--- src/rtl/apb_pkg.sv ---
// rtl/apb_pkg.sv - shared state encoding, PPROT bit positions and select-width helper
package apb_pkg;

    typedef enum logic [1:0] {
        ST_IDLE   = 2'd0,
        ST_SETUP  = 2'd1,
        ST_ACCESS = 2'd2,
        ST_DECERR = 2'd3
    } apb_state_t;

    localparam int PPROT_PRIV   = 0;
    localparam int PPROT_NONSEC = 1;
    localparam int PPROT_INSTR  = 2;

    // Width of the slave index field: at least one bit even for a single slave
    function automatic int sw_width(input int num_slaves);
        return (num_slaves > 1) ? $clog2(num_slaves) : 1;
    endfunction

endpackage

--- src/rtl/apb_addr_decoder.sv ---
// rtl/apb_addr_decoder.sv - address to one-hot PSEL decode with out-of-range flag
module apb_addr_decoder
    import apb_pkg::*;
#(
    parameter int ADDR_WIDTH   = 32,
    parameter int NUM_SLAVES   = 4,
    parameter int SLV_ADDR_LSB = 28
) (
    input  logic [ADDR_WIDTH-1:0] addr,
    output logic [NUM_SLAVES-1:0] sel,
    output logic                  out_of_range
);

    localparam int SW = sw_width(NUM_SLAVES);

    logic [SW-1:0] idx;
    logic          unused_addr_bits;

    assign idx              = addr[SLV_ADDR_LSB +: SW];
    assign unused_addr_bits = ^addr;

    // An index past the last slave selects nothing so the bus stays quiet
    always_comb begin
        sel          = '0;
        out_of_range = (int'(idx) >= NUM_SLAVES);
        for (int k = 0; k < NUM_SLAVES; k++) begin
            if (int'(idx) == k) begin
                sel[k] = 1'b1;
            end
        end
    end

endmodule

--- src/rtl/apb4_master_mux.sv ---
// rtl/apb4_master_mux.sv - valid/ready to APB4 master with slave decode, read mux and timeout
module apb4_master_mux
    import apb_pkg::*;
#(
    parameter int ADDR_WIDTH   = 32,
    parameter int DATA_WIDTH   = 32,
    parameter int NUM_SLAVES   = 4,
    parameter int SLV_ADDR_LSB = 28,
    parameter int TIMEOUT      = 16
) (
    input  logic                             i_clk,
    input  logic                             i_reset_n,
    input  logic                             i_valid,
    output logic                             o_ready,
    input  logic [ADDR_WIDTH-1:0]            i_addr,
    input  logic                             i_write,
    input  logic [DATA_WIDTH-1:0]            i_wdata,
    input  logic [DATA_WIDTH/8-1:0]          i_strb,
    input  logic [2:0]                       i_prot,
    output logic                             o_done,
    output logic [DATA_WIDTH-1:0]            o_rdata,
    output logic                             o_slverr,
    output logic                             o_timeout,
    output logic [ADDR_WIDTH-1:0]            PADDR,
    output logic                             PWRITE,
    output logic [DATA_WIDTH-1:0]            PWDATA,
    output logic [DATA_WIDTH/8-1:0]          PSTRB,
    output logic [2:0]                       PPROT,
    output logic [NUM_SLAVES-1:0]            PSEL,
    output logic                             PENABLE,
    input  logic [NUM_SLAVES*DATA_WIDTH-1:0] PRDATA,
    input  logic [NUM_SLAVES-1:0]            PREADY,
    input  logic [NUM_SLAVES-1:0]            PSLVERR
);

    localparam int CNT_WIDTH = (TIMEOUT > 1) ? $clog2(TIMEOUT) : 1;
    localparam logic [CNT_WIDTH-1:0] CNT_LAST = CNT_WIDTH'((TIMEOUT > 0) ? TIMEOUT - 1 : 0);

    apb_state_t              state, next_state;
    logic [NUM_SLAVES-1:0]   dec_sel;
    logic                    dec_oor;
    logic [CNT_WIDTH-1:0]    tmo_cnt;
    logic                    pready_sel, pslverr_sel, tmo_fire;
    logic                    accept, complete, abort;
    logic [DATA_WIDTH-1:0]   prdata_sel;

    apb_addr_decoder #(
        .ADDR_WIDTH   (ADDR_WIDTH),
        .NUM_SLAVES   (NUM_SLAVES),
        .SLV_ADDR_LSB (SLV_ADDR_LSB)
    ) u_decoder (
        .addr         (i_addr),
        .sel          (dec_sel),
        .out_of_range (dec_oor)
    );

    // PSEL is one-hot (or zero), so masking and OR-reducing is the response mux
    always_comb begin
        prdata_sel  = '0;
        pready_sel  = |(PREADY & PSEL);
        pslverr_sel = |(PSLVERR & PSEL);
        for (int k = 0; k < NUM_SLAVES; k++) begin
            if (PSEL[k]) begin
                prdata_sel = prdata_sel | PRDATA[k*DATA_WIDTH +: DATA_WIDTH];
            end
        end
    end

    assign tmo_fire = (TIMEOUT > 0) && (state == ST_ACCESS) && !pready_sel && (tmo_cnt == CNT_LAST);

    // State register
    always_ff @(posedge i_clk) begin
        if (!i_reset_n) begin
            state <= ST_IDLE;
        end else begin
            state <= next_state;
        end
    end

    // Next state and handshake; a completing or aborting ACCESS may take a new request directly
    always_comb begin
        next_state = state;
        o_ready    = 1'b0;
        complete   = 1'b0;
        abort      = 1'b0;
        case (state)
            ST_IDLE:   o_ready = 1'b1;
            ST_SETUP:  next_state = ST_ACCESS;
            ST_ACCESS: begin
                complete = pready_sel;
                abort    = tmo_fire;
                o_ready  = pready_sel | tmo_fire;
            end
            ST_DECERR: o_ready = 1'b1;
            default:   next_state = ST_IDLE;
        endcase
        accept = i_valid && o_ready;
        if (o_ready) begin
            next_state = accept ? (dec_oor ? ST_DECERR : ST_SETUP) : ST_IDLE;
        end
    end

    // Bus registers, completion status and the ACCESS cycle counter
    always_ff @(posedge i_clk) begin
        if (!i_reset_n) begin
            PADDR     <= '0;
            PWRITE    <= 1'b0;
            PWDATA    <= '0;
            PSTRB     <= '0;
            PPROT     <= '0;
            PSEL      <= '0;
            PENABLE   <= 1'b0;
            o_done    <= 1'b0;
            o_rdata   <= '0;
            o_slverr  <= 1'b0;
            o_timeout <= 1'b0;
            tmo_cnt   <= '0;
        end else begin
            o_done <= 1'b0;
            if (complete) begin
                o_done    <= 1'b1;
                o_slverr  <= pslverr_sel;
                o_timeout <= 1'b0;
                if (!PWRITE) begin
                    o_rdata <= prdata_sel;
                end
            end else if (abort) begin
                o_done    <= 1'b1;
                o_slverr  <= 1'b1;
                o_timeout <= 1'b1;
            end else if (state == ST_DECERR) begin
                o_done    <= 1'b1;
                o_slverr  <= 1'b1;
                o_timeout <= 1'b0;
            end

            if (accept) begin
                PADDR   <= i_addr;
                PWRITE  <= i_write;
                PWDATA  <= i_wdata;
                PSTRB   <= i_write ? i_strb : '0;
                PPROT   <= i_prot;
                PSEL    <= dec_sel;
                PENABLE <= 1'b0;
            end else if (state == ST_SETUP) begin
                PENABLE <= 1'b1;
            end else if (o_ready) begin
                PSEL    <= '0;
                PENABLE <= 1'b0;
            end

            if (state == ST_SETUP) begin
                tmo_cnt <= '0;
            end else if ((state == ST_ACCESS) && !pready_sel && !tmo_fire) begin
                tmo_cnt <= tmo_cnt + CNT_WIDTH'(1);
            end
        end
    end

endmodule

--- config.mk ---
export PLATFORM = sky130hd
export DESIGN_NAME = apb4_master_mux
export DESIGN_NICKNAME = d
export VERILOG_FILES = /design/src/rtl/apb_pkg.sv /design/src/rtl/apb_addr_decoder.sv /design/src/rtl/apb4_master_mux.sv
export SDC_FILE = /design/constraint.sdc
export NUM_CORES = 1
export LEC_CHECK = 0
export BUFFER_PORTS_ARGS = -buffer_cell sky130_fd_sc_hd__buf_2
export CAP_MARGIN = 40
export CORE_AREA = 2 2 124 126
export CTS_CLUSTER_DIAMETER = 60
export DETAILED_ROUTE_END_ITERATION = 12
export DIE_AREA = 0 0 126 128
export PLACE_DENSITY_LB_ADDON = 0.3
export SYNTH_ARGS = -nofsm -noshare
export SYNTH_HDL_FRONTEND = slang
export SYNTH_SLANG_ARGS = --single-unit
export TNS_END_PERCENT = 20
--- constraint.sdc ---
create_clock -name i_clk -period 1.75 [get_ports i_clk]
set_input_delay 0.2625 -clock i_clk [delete_from_list [all_inputs] [get_ports i_clk]]
set_output_delay 0.2625 -clock i_clk [all_outputs]
set_load 0.01 [all_outputs]
# Word-level counts from Yosys, hierarchy flattened
# Index checks and enable logic that the tools add are counted.
[classes]
add_sub_neg = 1
n_eq_ne = 8
n_mux = 28
bitwise_logic = 8
n_reduce_logical = 20
[op_table]
columns = ["operator", "n"]
rows = [
  ["32-bit two-way mux", 4],
  ["32-bit bitwise OR", 3],
  ["1-bit two-way mux", 17],
  ["4-bit two-way mux", 4],
  ["4-bit bitwise AND", 2],
  ["2-bit equality test (second input constant)", 4],
  ["2-bit OR reduction", 4],
  ["4-bit OR reduction", 2],
  ["2-bit nonzero test", 3],
  ["4-bit by 1-bit adder with 4-bit output (second input constant)", 1],
  ["2-bit by 1-bit equality test with 1-bit output (second input constant)", 2],
  ["4-bit equality test (second input constant)", 1],
  ["1-bit logical AND", 4],
  ["2-bit zero test", 2],
  ["2-bit two-way mux", 2],
  ["2-bit AND reduction", 2],
  ["3-bit nonzero test", 1],
  ["1-bit zero test", 2],
  ["2-bit != test (second input constant)", 1],
  ["1-bit NOT", 2],
  ["1-bit case mux with 2 select lines", 1],
  ["1-bit bitwise OR", 1],
]
[totals]
ff_bits = 118
input_bits = 211
word_cells = 78

# Longest topological paths before layout
# Gate-level depths: netlist of the first run.
[logic_depth]
word_depth = 10
depth_mapped = 8
mapped_depth_nobuf = 6

# Modules after synthesis
# A second synthesis of the first run with hierarchy kept.
[hier_totals]
hier_cells = 601
area_unflattened_um2 = 5153.7
[by_module_without_submodules]
columns = ["module", "n_inst", "cells_each", "area_per_inst_um2", "seq_area_each_um2"]
rows = [
  ["apb4_master_mux", 1, 595, 5116.2, 2362.3],
  ["apb_addr_decoder", 1, 6, 37.5, 0.0],
]

# Least setup slack after synthesis of the first run
# No wires, ideal clock.
[synth_path]
kind = "register to register"
startpoint = "register state[0]"
endpoint = "register PSTRB[3]"
setup_time_ps = 72
t_arrival_ps = 1804
required_time_ps = 1678
path_slack_ps = -126
stages_incl_launch_ff = 9
path_buffers = 2
path_cell_list = "dfxtp_1 > inv_1 > ha_1 > a31oi_1 > a311oi_2 > and2_4 > buf_8 > buf_8 > mux2i_1"
[synth_between]
elab_chain_len = 6
elab_cells_between_ends = 9
classes_between = "eq/ne (2); mux (1); bitwise (1); reduce/logical (5)"
[synth_lines]
columns = ["item", "line", "rtl"]
rows = [
  ["start: declaration", "apb4_master_mux.sv:39", "apb_state_t state, next_state;"],
  ["start signal: assignment", "apb4_master_mux.sv:76", "state <= next_state;"],
  ["2-bit equality test", "apb4_master_mux.sv:69, apb4_master_mux.sv:86", ""],
  ["1-bit logical AND (2 in series)", "apb4_master_mux.sv:69", "assign tmo_fire = (TIMEOUT > 0) && (state == ST_ACCESS) && !pready_sel && (tmo_cnt == CNT_LAST);"],
  ["1-bit bitwise OR", "apb4_master_mux.sv:92", "o_ready = pready_sel | tmo_fire;"],
  ["1-bit case mux with 2 select lines (*)", "apb4_master_mux.sv:86", "case (state)"],
  ["named net o_ready", "apb4_master_mux.sv:14", "output logic o_ready,"],
  ["1-bit logical AND (*)", "apb4_master_mux.sv:97", "accept = i_valid && o_ready;"],
  ["end signal: assignment", "apb4_master_mux.sv:141", "PSTRB <= i_write ? i_strb : '0;"],
  ["end: declaration", "apb4_master_mux.sv:27", "output logic [DATA_WIDTH/8-1:0] PSTRB,"],
]
# Mark *: on every way through the listed nets, which the timed path passes. The rest lies on a longest branch.
# A chain may end at the register's enable or synchronous reset.

# Worst setup path after layout of the first run
[layout_path]
startpoint = "register state[0]"
endpoint = "output port o_ready"
[layout_between]
elab_chain_len = 5
elab_cells_between_ends = 8
classes_between = "eq/ne (2); mux (1); bitwise (1); reduce/logical (4)"
[layout_lines]
columns = ["item", "line"]
rows = [
  ["2-bit equality test", "apb4_master_mux.sv:69, apb4_master_mux.sv:86"],
  ["1-bit logical AND (2 in series)", "apb4_master_mux.sv:69"],
  ["1-bit bitwise OR", "apb4_master_mux.sv:92"],
  ["1-bit case mux with 2 select lines (*)", "apb4_master_mux.sv:86"],
  ["end: declaration", "apb4_master_mux.sv:14"],
]
# Mark *: on every way between the ends. The rest lies on a longest branch, timed or not.

==> results.toml, run 1 <==
[clocking]
cts_tree = "built"
clk_pin_slew_worst_paths_ns = 0.05
clock_latency_ns = 0.41
h-tree-depth = 4
clockBufferDepth = 2
root_buffer = "clkbuf_16"
cts_num_sinks = 118
holdBufCountCts = 0
cts_made_buffers = 17

[floorplanning]
dieWidth_um = 126
die_y_um = 128
initial_core_util_pct = 36.0
die-area_mm2 = 0.0161
rows = 45
pin_count = 324
core-area_mm2 = 0.0149

[critical_path]
startpoint_type = "flop"
path_cells = "inv_2, ha_4, nor2_1, a311oi_2, buf_4, buf_6"
critical-path-top-delay-family = "flip-flops"
critical_path_buf_inv_count = 3
crit_required_ns = 1.49
critPathMaxStageDelay_ns = 0.33
critPathMaxFanout = 2
end_kind = "primary output"
ff2ff_setup_slack_ns = -0.14
setup.worst_path.class = "flop to primary output"
critPathSlowestCell = "dfxtp_2"
arrival_ns = 1.68

[placement]
port_buffers = 323
dp_worst_setup_slack_ns = -0.0342
place_hpwl_um = 12400
gp_congestion = 0.843
place_area_mm2 = 0.00720

[pwr]
finalPower_w = 0.0126
p_per_area_mw_per_mm2 = 1580
ir_drop_mv = 1.03
p_leak_nw = 4.21

[yosys]
synthDistinctLibCells = 36
synth_top_cell_by_area = "dfxtp_1"
syn-mean-instance-area_um2 = 9.32
synth_fp_nets = 791
ys_ff_latch = 118
synth_cells = 575
yosys.area.top_type_share_pct = 44.1
yosys_warnings = 0
synth_top_cells_by_area = "dfxtp_1, mux2i_1, nand2_1, a22oi_1, o211a_1"
netlist_area_mm2 = 0.00536
synth.yosys.seq_area_share_pct = 44.1

[global_routing]
grt_pass1_vias = 5103
grt_pass1_wl_um = 25600
grt.total_usage_pct = 20.0
antenna_found_initial = 0
grt_max_degree = 69
gr-total-overflow = 0

[timing]
final_hold_viol_count = 0
finalCritPeriodShare_pct = 111
setup_slack_ns = -0.188
timing.fmax_mhz = 516
tns_ns = -7.67
max-slew-margin-rel_pct = 73.7
maxSlewViolCount = 0
setup_violations = 73
skew_ns = 0.0152
rsz0062_at_grt = "true"
min_period_ns = 1.94
max_slew.worst_pin.slew_ns = 0.395

[final_layout]
final-seq-area_mm2 = 0.00236
stdcell_area_mm2 = 0.00802
nets = 1119
layout-drive-gt1-share_pct = 44.0
multiInputGateArea_mm2 = 0.00272
syn2layout_area_growth_pct = 49.7
final_common_cell = "buf_2"
mostFrequentLayoutCells = "buf_2, nand2_1, dfxtp_1"
fill_cells = 1379
diodes = 0

[routing]
ant_nets = 0
vias = 5395
route.detailed.drc = 0
finalWirelength_um = 16900
routedWlPerCell_um = 15.3
routed_via_density = 4.89
drt-pass1-iter-count = 4
drt-initial-drc-count = 228

[run_status]
status = "finished with violations"
failed_checks = "setup timing"

[min_path]
hold_path.class = "input port to flop"

[run]
drv_cap = 0
## path summary, 6_finish.rpt
kind | endpoint | cells after the start | start
setup reg to reg | PADDR[23]$_SDFFE_PN0P_ | 9 | state[0]$_SDFFE_PN0P_
setup / recovery | o_ready | 6 | state[0]$_SDFFE_PN0P_
hold / removal | PWDATA[2]$_SDFFE_PN0P_ | 3 | i_wdata[2]
hold reg to reg | PADDR[28]$_SDFFE_PN0P_ | 2 | PADDR[28]$_SDFFE_PN0P_
## flip-flops by register name, indices dropped and copies added, names as in the netlist
register / flops
PWDATA: 32
PPROT: 3
tmo_cnt: 4
o_slverr: 1
PSEL: 4
state: 2
PADDR: 32
PWRITE: 1
o_done: 1
o_timeout: 1
o_rdata: 32
PENABLE: 1
PSTRB: 4
## layout make-up
cell class | instances | area share [%]
Multi-Input combinational cell | 402 | 33.9
Sequential cell | 118 | 29.5
Timing Repair Buffer | 359 | 25.9
Tap cell | 188 | 2.93
Inverter | 5 | 0.234
Clock buffer | 21 | 5.62
Clock inverter | 10 | 1.92
## timing repair
item / CTS / global route
pin swaps: 3 / 1
cloned: 4 / 0
setup buffers: 3 / 4
gates resized for setup: 10 / 5
setup endpoints to repair: 49 / 73
## power by group
group / internal, W / switching (W) / total [W]
sequential: 0.00338 / 0.000362 / 0.00374
clock: 0.00240 / 0.00118 / 0.00358
combinational: 0.00283 / 0.00249 / 0.00532
## worst register-to-register path, delay by kind of cell, from the launching register on
family	cells	cell delay [ns]
multiplexers	1	0.20
AND/OR/NAND/NOR	2	0.24
buffers and inverters	4	0.48
flip-flops	1	0.33
adder cells (fa/ha/maj)	1	0.25
AO/OA/AOI/OAI	1	0.31
## routing by layer
metal / part of all wire [%] / wire [um] / vias up / global-route usage, %
li1: - / - / 2703 / -
met1: 40 / 6840 / 2431 / 22.4
met2: 48 / 8140 / 226 / 34.0
met3: 8.2 / 1400 / 35 / 6.93
met4: 3.2 / 538 / 0 / 9.83
met5: 0 / 0 / - / 0
## cell families after synthesis
| logic type | after synthesis | synth area share (%) |
|---|---|---|
| compound gates | 112 | 17.8 |
| xor+xnor | 1 | 0.164 |
| fa+ha+maj | 5 | 1.17 |
| buf+inv | 56 | 5.93 |
| flops | 118 | 44.1 |
| mux | 78 | 14.6 |
| simple gates | 205 | 16.3 |
## metrics by stage
stage | cells | utilization [%] | hold slack [ns]
global route | 1103 | 53.9 | 0.0801
finish | 1103 | 53.9 | 0.0906
detailed placement | 1061 | 48.5 | 0.443
CTS | 1099 | 53.6 | 0.0762
global placement | 1061 | 48.5 | 0.439
floorplan | 575 | - | 0.405
## synth_stat cells
master,number
nor2b_1,2
nand4_1,3
o211a_1,32
or3_1,1
a21o_1,1
a21oi_1,3
clkbuf_1,33
buf_4,2
a31o_2,1
a311oi_2,1
and3_1,1
ha_1,5
nand2b_1,1
o22ai_1,1
a31oi_1,1
a22oi_1,66
o221a_2,1
buf_8,8
nor2_1,4
o21ai_0,1
a211oi_1,1
or4bb_1,1
nand4b_1,2
and2_1,1
dfxtp_1,118
inv_1,5
a211oi_2,1
buf_2,8
a22oi_4,2
nor3_2,1
and2_4,1
nor3_1,1
nand3_1,39
nand2_1,147
xor2_1,1
mux2i_1,78
Note: power is estimated with default switching activity, not from simulation.
==> run 2: changes to the inputs <==
Settings changed: CELL_PAD_IN_SITES_DETAIL_PLACEMENT set to 0, CELL_PAD_IN_SITES_GLOBAL_PLACEMENT set to 1, CORE_AREA 2 2 124 126 to not set, CORE_ASPECT_RATIO set to 0.6, CORE_MARGIN set to 2, CORE_UTILIZATION set to 28, DIE_AREA 0 0 126 128 to not set.
==> run 2 against run 1 <==
  * The run still ends with setup timing left
  * Combinational power is essentially flat
  * Critical path depth unchanged
  * Clock power rose by 7.0%
  * Wire length increased by 8.3%
  * Clock skew grew 0.0020 ns
  * Register-to-register slack hardly changed
  * Sequential cell count unchanged
  * Final cell count grew 6.3%
  * Cell area up 2.5%
  * Worst setup slack better by 0.020 ns
==> results.toml, run 2 (synthesis results as in run 1) <==
[routing]
finalWirelength_um = 18300
drt-initial-drc-count = 313
route.detailed.drc = 0
drt-pass1-iter-count = 5
routed_via_density = 4.65
routedWlPerCell_um = 15.6
vias = 5451
ant_nets = 0

[timing]
tns_ns = -6.81
min_period_ns = 1.92
setup_violations = 73
setup_slack_ns = -0.168
rsz0062_at_grt = "true"
final_hold_viol_count = 0
finalCritPeriodShare_pct = 110
maxSlewViolCount = 0
max_slew.worst_pin.slew_ns = 0.428
max-slew-margin-rel_pct = 71.4
skew_ns = 0.0172
timing.fmax_mhz = 521

[clocking]
cts_tree = "built"
clockBufferDepth = 2
h-tree-depth = 4
clock_latency_ns = 0.41
holdBufCountCts = 0
cts_num_sinks = 118
clk_pin_slew_worst_paths_ns = 0.07
root_buffer = "clkbuf_16"
cts_made_buffers = 17

[floorplanning]
dieWidth_um = 183
rows = 39
pin_count = 324
core-area_mm2 = 0.0189
die-area_mm2 = 0.0203
die_y_um = 111
initial_core_util_pct = 28.4

[final_layout]
top_regs = "PADDR x32, PWDATA x32, o_rdata x32"
final_cell_count_no_fill = 1172
stdcell_area_mm2 = 0.00822
mostFrequentLayoutCells = "buf_2, nand2_1, dfxtp_1"
layout-drive-gt1-share_pct = 44.9
syn2layout_area_growth_pct = 53.4
diodes = 0
nets = 1129
final_common_cell = "buf_2"

[critical_path]
end_kind = "primary output"
setup.worst_path.class = "flop to primary output"
arrival_ns = 1.66
path_cells = "inv_2, ha_4, a31oi_4, a311oi_2, buf_4, buf_6"
critPathSlowestCell = "dfxtp_2"
crit_required_ns = 1.49
startpoint_type = "flop"
critPathMaxStageDelay_ns = 0.33
critPathMaxFanout = 2

[run_status]
failed_checks = "setup timing"
status = "finished with violations"

[global_routing]
grt_max_degree = 58
grt_pass1_vias = 5150
grt_pass1_wl_um = 28200
grt.total_usage_pct = 17.5
gr-total-overflow = 0
antenna_found_initial = 0

[pwr]
ir_drop_mv = 0.795
p_per_area_mw_per_mm2 = 1570
finalPower_w = 0.0129
p_leak_nw = 4.27

[placement]
placed_cells = 1128
dp_worst_setup_slack_ns = -0.0702
place_hpwl_um = 13000
gp_congestion = 0.766
place_area_mm2 = 0.00733
port_buffers = 323

[run]
drv_cap = 0

[min_path]
hold_path.class = "input port to flop"
-- run 2: metal layers --
layer | GRT usage [%] | wire length (um) | part of all wire (%)
met5 | 0 | 0 | 0
met4 | 4.30 | 146 | 0.80
met3 | 4.14 | 930 | 5.1
met2 | 26.8 | 8370 | 46
met1 | 24.6 | 8870 | 48
-- run 2: path summary, 6_finish.rpt --
path                            cells past startpoint                     from                      end  slack [ns]
worst min register to register                      2  PWDATA[17]$_SDFFE_PN0P_  PWDATA[17]$_SDFFE_PN0P_        0.45
worst max register to register                      9    state[0]$_SDFFE_PN0P_   PADDR[16]$_SDFFE_PN0P_       -0.14
worst max-delay path                                6    state[0]$_SDFFE_PN0P_                  o_ready       -0.17
worst min-delay path                                3                i_addr[7]    PADDR[7]$_SDFFE_PN0P_         0.1
-- run 2: where the power goes --
part	total (W)	switching, W	internal, W
Clock	0.00383	0.00135	0.00248
Sequential	0.00373	0.000359	0.00337
Combinational	0.00533	0.00257	0.00276
-- run 2: cell type report --
cell class	count	area, um^2
repair buffers	370	2170
inverters	5	18.8
multi-input cells	401	2710
clock buffers	19	453
clock inverters	13	195
well taps	246	308
flip-flops and latches	118	2360
fillers	1950	10700
-- run 2: what timing repair did --
action / 4_1_cts / 5_1_grt
setup buffers: 3 / 5
setup endpoints to repair: 73 / 74
pin swaps: 2 / 2
cloned: 1 / 3
resized for setup: 10 / 7
-- run 2: metrics by stage --
step,util [%],hold WS (ns)
after floorplan,-,0.405
after global placement,38.8,0.440
after detailed placement,38.8,0.443
after CTS,42.8,0.0821
after global routing,43.5,0.0822
final,43.5,0.0953
-- run 2: worst max-delay path, delay by kind of cell, from the launching register on --
| kind | cells | cell delay [ns] |
|---|---|---|
| flip-flops | 1 | 0.33 |
| adder cells (fa/ha/maj) | 1 | 0.28 |
| AO/OA/AOI/OAI | 2 | 0.33 |
| buffers and inverters | 3 | 0.31 |
